[src/rtl/wait_timer_bank.sv]
// wait_timer_bank
//   A bank of CHANNELS independent wait timers for the vending controller
//   (coin debounce, dispense hold, refund timeout). Each channel counts
//   ticks while its enable is high. In HOLD mode it raises a level flag once
//   k_wait ticks have elapsed. In REPEAT mode it pulses every k_wait ticks.
//   A low enable clears the channel synchronously. The enable is never used
//   as a reset.
//
// Ports
//   clock       in   1               all state changes on posedge
//   reset       in   1               asynchronous, active-high; clears all state
//   in          in   CHANNELS        per-channel enable; counts while high
//   mode        in   CHANNELS        0 = HOLD, 1 = REPEAT (sampled at start)
//   k_wait      in   CHANNELS*WIDTH  per-channel terminal count, ch i = [i*WIDTH +: WIDTH]
//   waited      out  CHANNELS        HOLD: level flag; REPEAT: same as done_pulse
//   done_pulse  out  CHANNELS        one-cycle pulse at each expiry
//   any_waited  out  1               OR of the registered waited bits
//
// Configuration
//   WAIT_PRESCALE_EN  when defined, a shared free-running prescaler makes a
//                     tick once every PRESCALE clocks, and the timers advance
//                     only on tick edges. When it is not defined, there is a
//                     tick on every clock and PRESCALE is unused.
//
// Channel states
//   state   | meaning
//   S_IDLE  | enable low or not yet started; timer 0, waited 0
//   S_COUNT | counting ticks toward k_eff (REPEAT stays here across reloads)
//   S_DONE  | HOLD expired; timer frozen, waited held high until enable drops

module wait_timer_bank #(
    parameter int CHANNELS = 4,
    parameter int WIDTH    = 8,
    parameter int PRESCALE = 1000
) (
    input  logic                      clock,
    input  logic                      reset,
    input  logic [CHANNELS-1:0]       in,
    input  logic [CHANNELS-1:0]       mode,
    input  logic [CHANNELS*WIDTH-1:0] k_wait,
    output logic [CHANNELS-1:0]       waited,
    output logic [CHANNELS-1:0]       done_pulse,
    output logic                      any_waited
);

    typedef enum logic [1:0] {S_IDLE, S_COUNT, S_DONE} state_t;

    state_t             state    [CHANNELS];
    logic [WIDTH-1:0]   timer    [CHANNELS];
    logic [WIDTH-1:0]   k_lat    [CHANNELS];
    logic               mode_lat [CHANNELS];
    logic               tick;

    // A terminal count of 0 behaves like 1.
    function automatic logic [WIDTH-1:0] k_eff(input logic [WIDTH-1:0] k);
        return (k == '0) ? WIDTH'(1) : k;
    endfunction

`ifdef WAIT_PRESCALE_EN
    localparam int PW = (PRESCALE > 1) ? $clog2(PRESCALE) : 1;
    logic [PW-1:0] pre_cnt;

    always_ff @(posedge clock or posedge reset) begin
        if (reset)
            pre_cnt <= '0;
        else if (pre_cnt == PW'(PRESCALE - 1))
            pre_cnt <= '0;
        else
            pre_cnt <= pre_cnt + PW'(1);
    end

    assign tick = (pre_cnt == PW'(PRESCALE - 1));
`else
    assign tick = 1'b1;
`endif

    always_ff @(posedge clock or posedge reset) begin
        if (reset) begin
            for (int i = 0; i < CHANNELS; i++) begin
                state[i]    <= S_IDLE;
                timer[i]    <= '0;
                k_lat[i]    <= '0;
                mode_lat[i] <= 1'b0;
            end
            waited     <= '0;
            done_pulse <= '0;
        end else begin
            for (int i = 0; i < CHANNELS; i++) begin
                if (!in[i]) begin
                    // A low enable wins over everything, including an expiry on this edge.
                    state[i]      <= S_IDLE;
                    timer[i]      <= '0;
                    waited[i]     <= 1'b0;
                    done_pulse[i] <= 1'b0;
                end else begin
                    case (state[i])
                        S_IDLE: begin
                            waited[i]     <= 1'b0;
                            done_pulse[i] <= 1'b0;
                            if (tick) begin
                                k_lat[i]    <= k_wait[i*WIDTH +: WIDTH];
                                mode_lat[i] <= mode[i];
                                if (k_eff(k_wait[i*WIDTH +: WIDTH]) == WIDTH'(1)) begin
                                    // With k_eff = 1, the channel expires on the start edge.
                                    waited[i]     <= 1'b1;
                                    done_pulse[i] <= 1'b1;
                                    if (mode[i]) begin
                                        state[i] <= S_COUNT;
                                        timer[i] <= '0;
                                    end else begin
                                        state[i] <= S_DONE;
                                        timer[i] <= WIDTH'(1);
                                    end
                                end else begin
                                    state[i] <= S_COUNT;
                                    timer[i] <= WIDTH'(1);
                                end
                            end
                        end
                        S_COUNT: begin
                            waited[i]     <= 1'b0;
                            done_pulse[i] <= 1'b0;
                            if (tick) begin
                                if (timer[i] + WIDTH'(1) == k_eff(k_lat[i])) begin
                                    waited[i]     <= 1'b1;
                                    done_pulse[i] <= 1'b1;
                                    if (mode_lat[i]) begin
                                        // REPEAT reload picks up the current k_wait.
                                        timer[i] <= '0;
                                        k_lat[i] <= k_wait[i*WIDTH +: WIDTH];
                                    end else begin
                                        state[i] <= S_DONE;
                                        timer[i] <= timer[i] + WIDTH'(1);
                                    end
                                end else begin
                                    timer[i] <= timer[i] + WIDTH'(1);
                                end
                            end
                        end
                        S_DONE: begin
                            waited[i]     <= 1'b1;
                            done_pulse[i] <= 1'b0;
                        end
                        default: begin
                            state[i]      <= S_IDLE;
                            timer[i]      <= '0;
                            waited[i]     <= 1'b0;
                            done_pulse[i] <= 1'b0;
                        end
                    endcase
                end
            end
        end
    end

    assign any_waited = |waited;

endmodule

[config.mk]
export PLATFORM = sky130hd
export DESIGN_NAME = wait_timer_bank
export DESIGN_NICKNAME = d
export VERILOG_FILES = /design/src/rtl/wait_timer_bank.sv
export SDC_FILE = /design/constraint.sdc
export NUM_CORES = 1
export LEC_CHECK = 0
export ABC_AREA = 0
export ABC_CLOCK_PERIOD_IN_PS = 3300
export CAP_MARGIN = 25
export CORE_MARGIN = 2
export CORE_UTILIZATION = 58
export CTS_CLUSTER_DIAMETER = 100
export DETAILED_ROUTE_END_ITERATION = 12
export PLACE_DENSITY = 0.82
export SETUP_SLACK_MARGIN = 0.1
export SKIP_CTS_REPAIR_TIMING = 1
export SYNTH_ARGS = -nofsm -noshare
export SYNTH_HDL_FRONTEND = slang
export SYNTH_SLANG_ARGS = --single-unit
[constraint.sdc]
create_clock -name clock -period 3.3 [get_ports clock]
set_clock_uncertainty 0.2 [all_clocks]
set_input_delay 0.495 -clock clock [delete_from_list [all_inputs] [get_ports clock]]
set_output_delay 0.495 -clock clock [all_outputs]
set_load 0.1 [all_outputs]
==> flow_summary_export.csv <==
group,metric,value,unit
critical_path,timing.critical_path.fanout_max,6,
placed_design,detailedPlacementHpwl,7890,um
logic_synthesis,yosysWarnings,0,
timing,worst-slew-pin-transition,700,ps
drt,detailroute.via_count,4043,
layout,flow.area_growth_from_synthesis,15.6,%
drt,dr_drc_count,0,
critical_path,cp-end-kind,"flop",
logic_synthesis,synthCells,512,
cts,cts_num_sinks,84,
layout,count_of_nets_after_finishing,599,
global_route,first_pass_grt_wire_length,18300,um
logic_synthesis,post_synth_most_frequent_cells,"sky130_fd_sc_hd__dfrtp_1 (84), sky130_fd_sc_hd__nand2_1 (40), sky130_fd_sc_hd__nor2_1 (34)",
drt,detail_route.iter0.violations,187,
cts,tritoncts,"done",
logic_synthesis,synth_edf_count,0,
global_route,antenna_found_initial,0,
logic_synthesis,synthesis.area,0.00507,mm2
logic_synthesis,netlist_top_cells_area,"sky130_fd_sc_hd__dfrtp_1 (41%), sky130_fd_sc_hd__mux2_2 (5.8%), sky130_fd_sc_hd__xor2_1 (4.0%), sky130_fd_sc_hd__xnor2_1 (3.8%), sky130_fd_sc_hd__nand2_1 (3.0%)",
global_route,globalRouteOverflowTotal,0,
timing,timing.setup.tns,0,ps
placed_design,place.gp.congestion,0.938,
logic_synthesis,synth_largest_area_cell,"sky130_fd_sc_hd__dfrtp_1",
timing,final_min_period_over_clock_period,86.7,%
critical_path,criticalPathCategory,"flop to flop",
status,run_status,"finished, final reports clean",
logic_synthesis,synth_seq_cells,84,
power,powerDensity,440,mW/mm2
power,p_comb_share,16.6,%
floorplan,core-area,0.00859,mm2
power,fin_total_pwr,2.58,mW
floorplan,floorplan.die_area,0.00951,mm2
cts,cts_max_path_buffers,2,
logic_synthesis,synth_top_flop_cell,"sky130_fd_sc_hd__dfrtp_1",
global_route,first_global_vias,3933,
cts,clock_transition_at_the_register_clock_pins_on_the_worst_setup_and_hold_paths_after_cts,90,ps
critical_path,cp_data_arrival_time,2910,ps
layout,drive_gt1_share,15.9,%
logic_synthesis,synthArstFlopShare,100,%
global_route,grtUsageTotal,23.4,%
power,clock_power_share,36.0,%
cts,clk-insertion-delay-late,370,ps
critical_path,start_kind,"flop",
floorplan,placementRows,34,
logic_synthesis,avgSynthCellArea,9.91,um2
timing,timing.final.setup_violations,0,
cts,cts.root.buffer_cell,"sky130_fd_sc_hd__clkbuf_8",
placed_design,placement.io_buffers,50,
global_route,grt_max_degree,41,
logic_synthesis,synth_top_area_share,41.4,%
timing,setup_repair_after_global_routing_missed_its_margin,"no",
layout,num_antenna_cells,0,
power,switchingPower,691,uW
floorplan,io_pins,51,
power,power.share.switching,26.7,%
cts,tritoncts.num_buffers,9,
timing,timing.slew.headroom,52.9,%
timing,max_freq,0.350,GHz
logic_synthesis,seq_area_frac_synth,41.4,%
cts,cts_htree_levels,3,
logic_synthesis,synth_nets,558,
run,max_capacitance_violation_count,0,
logic_synthesis,yosys.cell_types.count,72,
timing,final_period_minus_worst_setup_slack,2860,ps
power,p_seq_share,47.3,%
floorplan,effective_utilization_at_floorplan,59.1,%
timing,report.final.hold_viol_count,0,
floorplan,die_width,97.5,um
power,power.static_leakage,2.42,nW
power,p_int,1.89,mW
drt,final_antenna_net_count,0,
drt,total_wire_length,10800,um
critical_path,cp_data_required_time,3350,ps
drt,drt_first_pass_iters,4,
floorplan,die_height,97.5,um
power,vdd.ir_drop.worst,0.265,mV
drt,avgRoutedWirePerCell,16.2,um
logic_synthesis,synthMostInstantiatedCell,"sky130_fd_sc_hd__dfrtp_1",
worst_hold_path,min-delay-path-class,"flop to flop",
drt,vias_per_cell,6.07,
timing,final_max_slew_viol_count,0,
layout,nFillCells,675,
through the flow:
step	setup slack, ps	instances	area, um2	hold WS [ps]	util, %
3_3_place_gp	543	650	5610	300	65.3
4_1_cts	455	666	5870	316	68.3
5_1_grt	321	666	5870	351	68.3
3_5_place_dp	476	650	5610	297	65.3
6_report	440	666	5870	318	68.3
2_1_floorplan	440	512	5070	279	-
state kept, by name (all words and copies together), names as in the netlist:
signal / cells
k_lat: 32
state: 8
waited: 4
done_pulse: 4
timer: 32
mode_lat: 4
final timing paths:
path | startpoint | end | slack (ps) | cells past startpoint
worst max-delay path | timer[24]$_DFFE_PP0P_ | timer[26]$_DFFE_PP0P_ | 440 | 8
worst min-delay path | k_lat[24]$_DFFE_PP0P_ | k_lat[24]$_DFFE_PP0P_ | 320 | 1
worst max register to register | timer[24]$_DFFE_PP0P_ | timer[26]$_DFFE_PP0P_ | 440 | 8
worst min register to register | k_lat[24]$_DFFE_PP0P_ | k_lat[24]$_DFFE_PP0P_ | 320 | 1
max in group asynchronous | reset | timer[8]$_DFFE_PP0P_ | 1840 | 3
min in group asynchronous | reset | waited[2]$_DFF_PP0_ | 330 | 2
cell families after synthesis:
| kind of cell | synth area share (%) |
|---|---|
| fa+ha+maj | 0.986 |
| simple gates | 21.9 |
| flops | 41.4 |
| mux | 8.73 |
| xor+xnor | 9.10 |
| compound gates | 14.9 |
| buf+inv | 2.91 |
critical path, cell delays in order (launching register included):
cell	delay [ps]
sky130_fd_sc_hd__dfrtp_1	460
sky130_fd_sc_hd__ha_1	290
sky130_fd_sc_hd__xor2_1	180
sky130_fd_sc_hd__or2_1	240
sky130_fd_sc_hd__a311o_1	360
sky130_fd_sc_hd__a2111oi_2	390
sky130_fd_sc_hd__nand3_1	270
sky130_fd_sc_hd__a32oi_1	310
sky130_fd_sc_hd__nor2_1	60
final cells by class:
| type | instances | area (um2) | share of cell area, % |
|---|---|---|---|
| Clock inverter | 5 | 108 | 1.83 |
| Inverter | 12 | 46.3 | 0.789 |
| Timing Repair Buffer | 53 | 500 | 8.53 |
| Sequential cell | 84 | 2100 | 35.8 |
| Tap cell | 108 | 135 | 2.30 |
| Clock buffer | 11 | 151 | 2.58 |
| Multi-Input combinational cell | 393 | 2830 | 48.1 |
layer usage:
metal	up-vias	wire, um	GRT usage, %
met2	115	5210	38.5
met5	-	0	0
met1	1961	4910	32.1
met3	12	506	3.74
met4	0	141	7.16
li1	1955	-	-
placed cells by master (no fill, tap or decap), types with 5 or more instances in the layout:
master,netlist,final
sky130_fd_sc_hd__nor2b_1,11,11
sky130_fd_sc_hd__o31ai_1,8,8
sky130_fd_sc_hd__a21oi_1,28,28
sky130_fd_sc_hd__inv_1,12,11
sky130_fd_sc_hd__xor2_1,23,23
sky130_fd_sc_hd__clkdlybuf4s50_1,0,41
sky130_fd_sc_hd__nor2_1,34,34
sky130_fd_sc_hd__and3_1,9,9
sky130_fd_sc_hd__a31oi_1,5,5
sky130_fd_sc_hd__o21ai_0,13,13
sky130_fd_sc_hd__nand4_1,7,7
sky130_fd_sc_hd__nor4_1,9,9
sky130_fd_sc_hd__nand2b_1,9,9
sky130_fd_sc_hd__clkbuf_8,0,11
sky130_fd_sc_hd__mux2_2,26,26
sky130_fd_sc_hd__buf_4,0,12
sky130_fd_sc_hd__mux2_4,8,8
sky130_fd_sc_hd__nand3_1,20,20
sky130_fd_sc_hd__and2_1,15,15
sky130_fd_sc_hd__xnor2_1,22,22
sky130_fd_sc_hd__nor3_1,17,17
sky130_fd_sc_hd__dfrtp_1,84,84
sky130_fd_sc_hd__nand2_1,40,40
power by group through the flow:
stage,combinational (mW),sequential [mW],clock (mW)
2_1_floorplan,0.325,1.21,0
3_3_place_gp,0.415,1.24,0
3_5_place_dp,0.428,1.24,0
4_1_cts,0.431,1.22,0.939
5_1_grt,0.472,1.24,0.984
6_report,0.430,1.22,0.931
Note: power is estimated with default switching activity, not from simulation.
